**src/rtl/pg_alu_seq.sv**
```systemverilog
// rtl/pg_alu_seq.sv - power-gated ALU with power sequencer and always-on result retention
module pg_alu_seq #(
    parameter int WIDTH        = 16,
    parameter int ISO_CYCLES   = 2,
    parameter int IDLE_TIMEOUT = 8
) (
    input  logic             clk,
    input  logic             rst_n,
    input  logic             in_valid,
    output logic             in_ready,
    input  logic [WIDTH-1:0] a,
    input  logic [WIDTH-1:0] b,
    input  logic [3:0]       opcode,
    input  logic             sleep_req,
    input  logic             pwr_ack,
    output logic             alu_pwr_en,
    output logic             iso_en,
    output logic [WIDTH-1:0] result,
    output logic [2:0]       flags,
    output logic             result_valid,
    output logic [2:0]       pwr_state
);
    localparam int SHW = $clog2(WIDTH);
    localparam int ISO_W = (ISO_CYCLES < 2) ? 1 : $clog2(ISO_CYCLES);
    localparam logic [ISO_W-1:0] ISO_LAST = ISO_W'(ISO_CYCLES - 1);
    localparam int IDLE_W = (IDLE_TIMEOUT < 1) ? 1 : $clog2(IDLE_TIMEOUT + 1);
    localparam logic [IDLE_W-1:0] IDLE_MAX = IDLE_W'(IDLE_TIMEOUT);

    typedef enum logic [2:0] {
        S_OFF    = 3'd0,
        S_PWR_UP = 3'd1,
        S_DEISO  = 3'd2,
        S_ON     = 3'd3,
        S_BUSY   = 3'd4,
        S_ISO    = 3'd5,
        S_PWR_DN = 3'd6
    } state_t;

    state_t             state_q, state_d;
    logic [ISO_W-1:0]   iso_cnt_q, iso_cnt_d;
    logic [IDLE_W-1:0]  idle_q, idle_d;
    logic [WIDTH-1:0]   a_q, b_q;
    logic [3:0]         op_q;
    logic [WIDTH-1:0]   result_q;
    logic [2:0]         flags_q;
    logic               result_valid_q;

    logic               hs, idle_hit, load_en;
    logic [WIDTH-1:0]   alu_res, res_iso;
    logic               alu_carry, alu_err;
    logic [2:0]         flags_iso;

    assign hs       = in_valid & in_ready;
    assign idle_hit = (IDLE_TIMEOUT != 0) && (idle_q == IDLE_MAX);

    always_comb begin
        state_d    = state_q;
        alu_pwr_en = 1'b1;
        iso_en     = 1'b1;
        in_ready   = 1'b0;
        case (state_q)
            S_OFF: begin
                alu_pwr_en = 1'b0;
                if (in_valid && !sleep_req) state_d = S_PWR_UP;
            end
            S_PWR_UP: if (pwr_ack) state_d = S_DEISO;
            S_DEISO:  if (iso_cnt_q == ISO_LAST) state_d = S_ON;
            S_ON: begin
                iso_en   = 1'b0;
                in_ready = 1'b1;
                if (in_valid)                   state_d = S_BUSY;
                else if (sleep_req || idle_hit) state_d = S_ISO;
            end
            S_BUSY: begin
                iso_en  = 1'b0;
                state_d = S_ON;
            end
            S_ISO:    if (iso_cnt_q == ISO_LAST) state_d = S_PWR_DN;
            S_PWR_DN: begin
                alu_pwr_en = 1'b0;
                if (!pwr_ack) state_d = S_OFF;
            end
            default: state_d = S_OFF;
        endcase
    end

    // Isolation dwell counter is shared by DEISO and ISO; it idles at zero elsewhere.
    always_comb begin
        iso_cnt_d = '0;
        if ((state_q == S_DEISO || state_q == S_ISO) && iso_cnt_q != ISO_LAST)
            iso_cnt_d = iso_cnt_q + 1'b1;
        idle_d = '0;
        if (state_q == S_ON && !hs)
            idle_d = (idle_q == IDLE_MAX) ? idle_q : idle_q + 1'b1;
    end

    always_comb begin
        alu_res   = '0;
        alu_carry = 1'b0;
        alu_err   = 1'b0;
        case (op_q)
            4'd0: {alu_carry, alu_res} = {1'b0, a_q} + {1'b0, b_q};
            4'd1: {alu_carry, alu_res} = {1'b0, a_q} - {1'b0, b_q};
            4'd2: alu_res = a_q & b_q;
            4'd3: alu_res = a_q | b_q;
            4'd4: alu_res = a_q ^ b_q;
            4'd5: alu_res = ~a_q;
            4'd6: alu_res = a_q << b_q[SHW-1:0];
            4'd7: alu_res = a_q >> b_q[SHW-1:0];
            4'd8: alu_res = a_q * b_q;
            4'd9: alu_res = b_q;
            default: alu_err = 1'b1;
        endcase
    end

    // Clamp the gated-domain output at the always-on boundary.
    assign load_en   = (state_q == S_BUSY) && !iso_en && alu_pwr_en;
    assign res_iso   = load_en ? alu_res : '0;
    assign flags_iso = load_en ? {alu_err, alu_carry, (alu_res == '0)} : 3'b000;

    always_ff @(posedge clk) begin
        if (!rst_n) begin
            state_q        <= S_OFF;
            iso_cnt_q      <= '0;
            idle_q         <= '0;
            a_q            <= '0;
            b_q            <= '0;
            op_q           <= '0;
            result_q       <= '0;
            flags_q        <= '0;
            result_valid_q <= 1'b0;
        end else begin
            state_q        <= state_d;
            iso_cnt_q      <= iso_cnt_d;
            idle_q         <= idle_d;
            result_valid_q <= load_en;
            if (hs) begin
                a_q  <= a;
                b_q  <= b;
                op_q <= opcode;
            end
            if (load_en) begin
                result_q <= res_iso;
                flags_q  <= flags_iso;
            end
        end
    end

    assign result       = result_q;
    assign flags        = flags_q;
    assign result_valid = result_valid_q;
    assign pwr_state    = state_q;
endmodule

```
**config.mk**
```make
export PLATFORM = sky130hd
export DESIGN_NAME = pg_alu_seq
export DESIGN_NICKNAME = d
export VERILOG_FILES = /design/src/rtl/pg_alu_seq.sv
export SDC_FILE = /design/constraint.sdc
export NUM_CORES = 1
export LEC_CHECK = 0
export ABC_AREA = 0
export CORE_MARGIN = 2
export CORE_UTILIZATION = 25
export CTS_BUF_LIST = sky130_fd_sc_hd__clkbuf_4
export CTS_CLUSTER_DIAMETER = 200
export DETAILED_ROUTE_END_ITERATION = 12
export GPL_TIMING_DRIVEN = 0
export REMOVE_ABC_BUFFERS = 1
export SLEW_MARGIN = 20
export SYNTH_ARGS = -nofsm -noshare
export SYNTH_HDL_FRONTEND = slang
export SYNTH_SLANG_ARGS = --single-unit
```
**constraint.sdc**
```tcl
create_clock -name clk -period 9.4 [get_ports clk]
set_input_delay 0.94 -clock clk [delete_from_list [all_inputs] [get_ports clk]]
set_output_delay 0.94 -clock clk [all_outputs]
set_load 0.005 [all_outputs]
```
==> impl_metrics.ini, run 1 <==
[placement]
placement.io_buffers = 66
place.gp.congestion = 0.9813
placedCellCount = 1903
dp_hpwl_um = 29570

[final_layout]
num_antenna_cells = 0
num-nets-final = 1599
layout.cells.non_filler = 1919
syn_to_final_growth_pct = 12.38
post_route_cells_drive_above_1_share_pct = 5.797

[synth]
syn_avg_cell_area_um2 = 7.609
ys_top_cells_by_area = fa_1, dfxtp_1, ha_1
share_of_the_synthesized_area_in_the_top_cell_type_pct = 15.41
synth_cell_types = 82
syn_inst = 1383
post_synth_edffs = 0
yosys_most_used_dff = dfxtp_1
sequential_area_share_after_synthesis_pct = 12.18
synth-warning-count = 0
yosys-top-cells-count = nand2_1, inv_1, nor2_1
yosys_register_bits = 64
synth_async_sr_flop_share_pct = 0
mappedNetlistArea_um2 = 10520
synth_area_leader_cell = fa_1
synth.most_common_cell = nand2_1

[worst_setup_path]
crit_path_cell_trace = clkinv_1 -> nor2_1 -> fa_1 -> fa_1 -> ha_1 -> fa_1 -> inv_1 -> fa_1 -> fa_1 -> inv_1 -> ha_1 -> o21a_1 -> o21ai_0 -> a2bb2oi_1 -> a21o_1 -> a311o_1 -> nor4b_1 -> nor2_1 -> or3b_1 -> o41ai_2
critical_path.startpoint_type = flop
critPathMostFrequentCell = fa_1
r2r.worst_path.cells = 20
data_required_time_of_the_worst_path_ps = 9750
timing.critical_path.fanout_max = 16
slowest_delay_ps = 920
timing.critical_path.to_type = flop
crit_slowest_cell = dfxtp_1
worst-setup-path-type = flop to flop
worst-r2r-setup-slack_ps = 1780
cp.arrival_ps = 7970

[floorplanning]
rows = 75
die_width_um = 209.2
effective_utilization_at_floorplan_pct = 25.20
die_h_um = 209.2
design.portCount = 67
core_um2 = 41760
floorplan.die_area_um2 = 43750

[timing]
report.final.slew_viol_count = 0
setup_viols_final = 0
post-route-period-util_pct = 81.07
hold_viol = 0
final.min_clock_period_ps = 7620
hold_slack_ps = 461.4
maxClockFrequency_ghz = 0.1312
final.setup_skew_ps = 25.84
grt_setup_unrepaired = false
worst_slew_pin_slew_ps = 1129
totalNegativeSetupSlack_ps = 0
slew-limit-headroom_pct = 24.61

[clock_tree]
tritoncts.num_buffers = 9
cts_root_buf = clkbuf_4
htree_levels = 3
ctsResizeCount = 0
clk_path_buf_depth = 2
cts_hold_repair.buffers = 0
tritoncts_num_sinks = 64
cts_setup_buffers = 0
cts.clk_slew.worst_paths_ps = 130
tritoncts = done
clkLatencyLatePin_ps = 460

[drt]
first_iter_violations = 1113
routed-wl-met2_um = 17630
wl_met1_um = 16600
routed_via_density = 5.372
post-route-drc-count = 0
met3_wirelength_um = 2813
routedWlPerCell_um = 20.23
dr_total_vias = 10310
ant_nets = 0
top_layer_used = met4
routed_wl_um = 38820
firstDrtPassIters = 5

[global_routing]
first_global_vias = 10130
grt_first_pass_wirelength_um = 59530
antenna_found_initial = 0
global_route.usage.total_pct = 17.52
largest_net_degree_at_the_start_of_global_routing = 56
globalRouteOverflowTotal = 0

[worst_hold_path]
hold_path_class = flop to flop
worstHoldPathCells = 2

[power_and_ir_drop]
worst_ir_drop_on_vdd_uv = 64.42
total_leakage_power_nw = 4.503
cellPowerDensity_nw_per_um2 = 70.52

[run]
cap_violations = 0

[outcome]
status = finished, final reports clean
==> through the flow <==
| stage | power [mW] | setup slack [ps] | util (%) | instance area [µm²] |
|---|---|---|---|---|
| after floorplan | 0.4849 | 1865 | - | 10130 |
| after global placement | 0.5971 | -12.21 | 27.45 | 11460 |
| after detailed placement | 0.6063 | 1877 | 27.92 | 11660 |
| after CTS | 0.8338 | 1817 | 28.31 | 11820 |
| after global routing | 0.8769 | 1428 | 28.32 | 11830 |
| final | 0.8339 | 1780 | 28.32 | 11830 |
==> report_power, final <==
group	internal, mW	leakage, nW	switching [mW]	total, mW
sequential	0.285	0.520	0.0475	0.333
clock	0.108	0.0898	0.118	0.226
combinational	0.119	3.89	0.156	0.275
total	0.512	4.50	0.321	0.834
==> cell usage in the layout, fill, tap and decap left out, types with 11 or more instances in the layout <==
master	Yosys	layout
ha_1	102	102
nor3_1	29	29
mux4_2	14	14
fa_1	81	81
mux2i_1	27	27
dfxtp_1	64	57
o211ai_1	15	15
xnor2_1	34	34
nor2_1	150	150
inv_1	161	159
nand3_1	13	13
nand2b_1	12	12
o21ai_0	46	46
nor2b_1	11	11
a21oi_1	97	97
a211oi_1	31	31
nand2_1	182	181
clkdlybuf4s50_1	0	66
==> worst max-delay path: cells and delay by family (launching register included) <==
family | cells | cell delay (ps)
buffers and inverters | 3 | 850
flip-flops | 1 | 920
adder cells (fa/ha/maj) | 7 | 3020
AO/OA/AOI/OAI | 6 | 1600
AND/OR/NAND/NOR | 4 | 1090
==> state kept, by name, summed over array words and instances, names as in the netlist <==
name          cells
a_q              16
b_q              16
flags             3
idle_q            4
iso_cnt_q         1
op_q              4
pwr_state         3
result           16
result_valid      1
==> area by class of cell <==
class | count | area (µm²)
Clock inverter | 7 | 96.34
Clock buffer | 9 | 67.56
Fill cell | 4531 | 29930
Tap cell | 539 | 674.4
Inverter | 169 | 634.4
Multi-Input combinational cell | 1055 | 8263
Sequential cell | 64 | 1292
Timing Repair Buffer | 76 | 797.0
==> layer usage <==
metal	vias up	track usage, %
li1	4731	-
met1	4992	23.27
met2	489	28.44
met3	96	2.194
met4	0	7.931
met5	-	0
==> final timing paths <==
path	startpoint	to
worst max-delay path	b_q[3]	flags[0]
worst min-delay path	result[13]	result[13]
worst max register to register	b_q[3]	flags[0]
worst min register to register	result[13]	result[13]
==> cells by family (layout without fill, tap and decap cells) <==
group / after synthesis / after routing / synth area share [%]
compound gates: 313 / 313 / 20.23
mux: 49 / 49 / 6.421
flops: 64 / 64 / 12.18
xor+xnor: 44 / 44 / 3.662
buf+inv: 264 / 261 / 9.786
simple gates: 466 / 466 / 20.19
fa+ha+maj: 183 / 183 / 27.54
(Power assumes the default switching activity.)
==> inputs of run 2 (changes only) <==
==> constraint.sdc (replaced) <==
create_clock -name clk -period 6.9 [get_ports clk]
set_input_delay 0.69 -clock clk [delete_from_list [all_inputs] [get_ports clk]]
set_output_delay 0.69 -clock clk [all_outputs]
set_load 0.005 [all_outputs]
==> run 2 against run 1 <==
- routed wire length rose by 2.3%
- sequential cell count did not move
- first-iteration DRC count fell by 4.5%
- cell count rose by 1.6%
- hold slack improved by 0.56 ps
- design area rose by 3.5%
- combinational power rose by 43%
- register-to-register slack got worse by 1600 ps
- largest power group unchanged
- global-route usage rose by 0.14 points
- non-clock buffer count rose by 31
- sequential power rose by 34%
- via count rose by 1.9%
==> impl_metrics.ini, run 2 (synthesis gave the netlist of run 1 again) <==
[drt]
dr_total_vias = 10510
routedWlPerCell_um = 20.37
post-route-drc-count = 0
routed_wl_um = 39730
firstDrtPassIters = 6
routed_via_density = 5.388
first_iter_violations = 1063
ant_nets = 0

[run]
cap_violations = 0

[global_routing]
grt_use_met1_pct = 23.34
global_route.usage.total_pct = 17.67
grt_first_pass_wirelength_um = 59860
globalRouteOverflowTotal = 0
globalRoute.busiestLayer = met2
first_global_vias = 10170
largest_net_degree_at_the_start_of_global_routing = 56
global_route.usage.met2_pct = 28.49
use_met3_pct = 2.540
antenna_found_initial = 0

[worst_setup_path]
worst-setup-path-type = flop to flop
timing.critical_path.to_type = flop
cp.arrival_ps = 7020
path_buf_inv = 3
critical_path.startpoint_type = flop
data_required_time_of_the_worst_path_ps = 7240
crit_path_cell_trace = ha_2 -> xnor2_1 -> ha_1 -> a31oi_2 -> fa_1 -> fa_1 -> fa_1 -> inv_1 -> fa_1 -> inv_1 -> fa_1 -> inv_1 -> ha_1 -> nor3b_1 -> o21ai_1 -> o2111ai_1 -> or3_1 -> a311o_2 -> a2111oi_2 -> nor2_1 -> or3b_1 -> o41ai_2
slowest_delay_ps = 530
cp_num_cells = 22
critPathMostFrequentCell = fa_1
crit_slowest_cell = fa_1
r2r.worst_path.cells = 22
timing.critical_path.fanout_max = 15
crit_family = adder cells

[clock_tree]
tritoncts_num_sinks = 64
htree_levels = 3
cts.clk_slew.worst_paths_ps = 110
clkLatencyLatePin_ps = 450
tritoncts = done
tritoncts.num_buffers = 9
cts_root_buf = clkbuf_4
cts_hold_repair.buffers = 0
clk_path_buf_depth = 2

[timing]
final.setup_skew_ps = 23.89
hold_slack_ps = 462.0
post-route-period-util_pct = 96.81
hold_viol = 0
setup_viols_final = 0
totalNegativeSetupSlack_ps = 0
slew-limit-headroom_pct = 27.14
worst_slew_pin_slew_ps = 1085
report.final.slew_viol_count = 0
maxClockFrequency_ghz = 0.1497
final.min_clock_period_ps = 6680

[final_layout]
finish.utilization_pct = 29.32
num-nets-final = 1630
num_antenna_cells = 0
layout_common_cells = nand2_1, inv_1, nor2_1, ha_1, a21oi_1
post_route_cells_drive_above_1_share_pct = 10.70
fillerInstances = 4491
multiInputGateArea_um2 = 8300
ff_latch_area_um2 = 1355
fin_area_um2 = 12240
most_frequent_standard_cell_in_the_layout_excluding_fill_and_tap_cells = nand2_1
syn_to_final_growth_pct = 16.34

[floorplanning]
rows = 75
effective_utilization_at_floorplan_pct = 25.20
core_um2 = 41760
floorplan.die_area_um2 = 43750
die_h_um = 209.2
die_width_um = 209.2
design.portCount = 67

[placement]
place.gp.congestion = 0.9813
placement.io_buffers = 66
dp_hpwl_um = 29570
placed_cell_area_um2 = 11660

[power_and_ir_drop]
cellPowerDensity_nw_per_um2 = 93.66
worst_ir_drop_on_vdd_uv = 89.16
total_leakage_power_nw = 4.689

[outcome]
status = finished, final reports clean

[worst_hold_path]
worstHoldPathCells = 2
hold_path_class = flop to flop
run 2: routing by layer:
layer,vias up,part of all wire (%)
li1,4785,-
met1,5102,43
met2,513,45
met3,107,7.3
met4,0,4.6
met5,-,0
run 2: final cells by class:
cell class,instances,area share [%]
Sequential cell,64,11.07
Multi-Input combinational cell,1055,67.80
Inverter,169,5.519
Timing Repair Buffer,107,8.759
Clock inverter,7,0.7870
Clock buffer,9,0.5519
Tap cell,539,5.509
run 2: metrics by stage:
| step | instances | worst slack (ps) | power (mW) |
|---|---|---|---|
| 6_report | 1950 | 220.0 | 1.147 |
| 3_3_place_gp | 1893 | -2512 | 0.8134 |
| 2_1_floorplan | 1288 | -635.2 | 0.6605 |
| 5_1_grt | 1950 | -28.02 | 1.206 |
| 4_1_cts | 1922 | 9.426 | 1.138 |
| 3_5_place_dp | 1903 | -623.4 | 0.8260 |
run 2: tightest hold or removal path: cells and delay by family (launching register included):
family | cells | cell delay, ps
AO/OA/AOI/OAI | 1 | 50
flip-flops | 1 | 330
AND/OR/NAND/NOR | 1 | 50
run 2: where the power goes:
part | total, mW | internal, mW | switching (mW)
registers | 0.446 | 0.385 | 0.0612
clock network | 0.306 | 0.147 | 0.159
logic | 0.394 | 0.172 | 0.222
total | 1.15 | 0.704 | 0.442
run 2: timing repair:
| action | in CTS | in global routing |
|---|---|---|
| hold endpoints to repair | 0 | 0 |
| pin swaps | 0 | 1 |
| gates cloned | 1 | 1 |
| setup endpoints to repair | 6 | 3 |
| buffers inserted | 2 | 27 |
| resized for setup | 32 | 34 |
run 2: worst paths after layout:
kind / end / slack [ps] / startpoint
max: flags[0] / 220 / a_q[5]
min: result[13] / 460 / result[13]
max reg2reg: flags[0] / 220 / a_q[5]
min reg2reg: result[13] / 460 / result[13]
==> inputs of run 3 (changes only) <==
--- a/config.mk
+++ b/config.mk
@@ -10,7 +10,9 @@
 export CORE_UTILIZATION = 25
 export CTS_BUF_LIST = sky130_fd_sc_hd__clkbuf_4
 export CTS_CLUSTER_DIAMETER = 200
+export CTS_CLUSTER_SIZE = 24
 export DETAILED_ROUTE_END_ITERATION = 12
+export GPL_ROUTABILITY_DRIVEN = 0
 export GPL_TIMING_DRIVEN = 0
 export REMOVE_ABC_BUFFERS = 1
 export SLEW_MARGIN = 20
==> run 3 against run 2 <==
- global-route usage down 0.97 points
- via count up 0.28%
- critical path type unchanged
- clock power decreased by 26%
- clock-buffer cell count did not move
- die area unchanged
- clock skew up 5.0 ps
- power decreased by 6.8%
- non-clock buffer count up 8
- hold slack better by 6.2 ps
- sequential power barely moved
- largest power group unchanged
- core utilization about the same
==> impl_metrics.ini, run 3 (synthesis gave the netlist of run 1 again) <==
[floorplanning]
die_width_um = 209.2
rows = 75
floorplan.die_area_um2 = 43750
design.portCount = 67
die_h_um = 209.2
core_um2 = 41760
effective_utilization_at_floorplan_pct = 25.20

[final_layout]
ff_latch_area_um2 = 1356
num-nets-final = 1638
post_route_cells_drive_above_1_share_pct = 11.06
num_antenna_cells = 0
finish.utilization_pct = 29.36
multiInputGateArea_um2 = 8303
syn_to_final_growth_pct = 16.50
layout.cells.non_filler = 1958
most_frequent_standard_cell_in_the_layout_excluding_fill_and_tap_cells = nand2_1
fillerInstances = 4399
layout_common_cells = nand2_1, inv_1, nor2_1, ha_1, a21oi_1

[timing]
hold_viol = 0
setup_viols_final = 0
maxClockFrequency_ghz = 0.1499
report.final.slew_viol_count = 0
final.setup_skew_ps = 28.90
worst_slew_pin_slew_ps = 1056
totalNegativeSetupSlack_ps = 0
final.min_clock_period_ps = 6673
post-route-period-util_pct = 96.71
slew-limit-headroom_pct = 27.79
grt_setup_unrepaired = false

[placement]
placedCellCount = 1903
placement.io_buffers = 66
dp_hpwl_um = 27370

[drt]
routed_wl_um = 37940
routedWlPerCell_um = 19.38
post-route-drc-count = 0
dr_total_vias = 10540
first_iter_violations = 1110
firstDrtPassIters = 7
routed_via_density = 5.381
ant_nets = 0

[global_routing]
first_global_vias = 10100
grt_first_pass_wirelength_um = 57670
antenna_found_initial = 1
largest_net_degree_at_the_start_of_global_routing = 56
global_route.usage.total_pct = 16.70
globalRouteOverflowTotal = 0

[power_and_ir_drop]
total_leakage_power_nw = 4.703
cellPowerDensity_nw_per_um2 = 87.14
worst_ir_drop_on_vdd_uv = 80.21

[outcome]
status = finished, final reports clean

[worst_setup_path]
r2r.worst_path.cells = 22
data_required_time_of_the_worst_path_ps = 7240
timing.critical_path.to_type = flop
worst-setup-path-type = flop to flop
worst_r2r_endpoint = flags[0]
worst-r2r-setup-slack_ps = 230
timing.critical_path.fanout_max = 8
cp.arrival_ps = 7010
worst_r2r_startpoint = a_q[8]
critical_path.startpoint_type = flop

[clock_tree]
clkLatencyLatePin_ps = 450
clk_path_buf_depth = 2
tritoncts.num_buffers = 9
cts.clk_slew.worst_paths_ps = 120
tritoncts = done
tritoncts_num_sinks = 64
cts_root_buf = clkbuf_4
htree_levels = 3

[worst_hold_path]
hold_path_class = flop to flop
worstHoldPathCells = 2
worstHoldEndpoint = result[13]
worst_hold_startpoint = result[13]

[run]
cap_violations = 0
[run 3: cell types whose count changed in the layout (fill, tap and decap cells not counted), moves of 2 or more]
cell / before / now
inv_4: 2 / 5
clkinv_2: 6 / 4
buf_4: 33 / 38
o21ai_1: 5 / 3
bufinv_16: 2 / 0
buf_2: 1 / 3
o21ai_0: 43 / 45
[run 3: critical path, cell delays in order, from the launching register on]
cell,delay [ps]
dfxtp_4,450
clkinvlp_4,190
nor2_2,140
fa_1,470
inv_1,100
fa_1,420
inv_1,100
fa_1,440
fa_1,510
fa_1,490
inv_1,50
fa_1,490
inv_1,50
ha_2,300
nor3b_1,150
o21ai_1,210
o2111ai_1,160
or3_1,380
a311o_1,430
a2111oi_2,310
nor2_1,100
or3b_1,370
o41ai_2,260
[run 3: layer usage]
metal | wire length (µm) | up-vias | track usage [%]
met5 | 32 | - | 0
li1 | - | 4796 | -
met4 | 2017 | 2 | 8.177
met1 | 15370 | 4975 | 22.31
met3 | 4110 | 132 | 3.081
met2 | 16410 | 631 | 25.86
[run 3: worst max path at each step]
stage,start,end
detailed placement,a_q[5],flags[0]
floorplan,b_q[1],flags[0]
CTS,a_q[2],flags[0]
global route,a_q[7],flags[0]
global placement,b_q[1],flags[0]
finish,a_q[8],flags[0]
[run 3: layout make-up]
type	instances	area share, %
Multi-Input combinational cell	1055	67.73
Sequential cell	64	11.06
Timing Repair Buffer	115	9.277
Inverter	169	5.511
Tap cell	539	5.501
Clock buffer	9	0.5511
Clock inverter	7	0.3674
[run 3: per-stage QoR]
| stage | hold WS, ps | total power, mW | setup WS, ps | cell area (µm²) |
|---|---|---|---|---|
| finish | 468.2 | 1.068 | 227.3 | 12260 |
| global placement | 435.0 | 0.8090 | -2427 | 11460 |
| CTS | 471.1 | 1.055 | 4.562 | 11900 |
| global route | 494.8 | 1.128 | 0.8122 | 12260 |
| floorplan | 424.0 | 0.6605 | -635.2 | 10130 |
| detailed placement | 454.5 | 0.8205 | -639.7 | 11640 |
[run 3: what timing repair did]
| item | CTS | global route |
|---|---|---|
| resized for setup | 36 | 28 |
| endpoints found under the setup margin | 6 | 4 |
| setup buffers | 6 | 30 |
| pin swaps | 0 | 1 |
| hold endpoints to repair | 0 | 0 |
| hold buffers | 0 | 0 |
| gates cloned | 1 | 2 |
[run 3: power by group]
group | switching, mW | total [mW] | internal, mW
clock network | 0.153 | 0.227 | 0.0733
registers | 0.0605 | 0.445 | 0.385
logic | 0.222 | 0.396 | 0.174
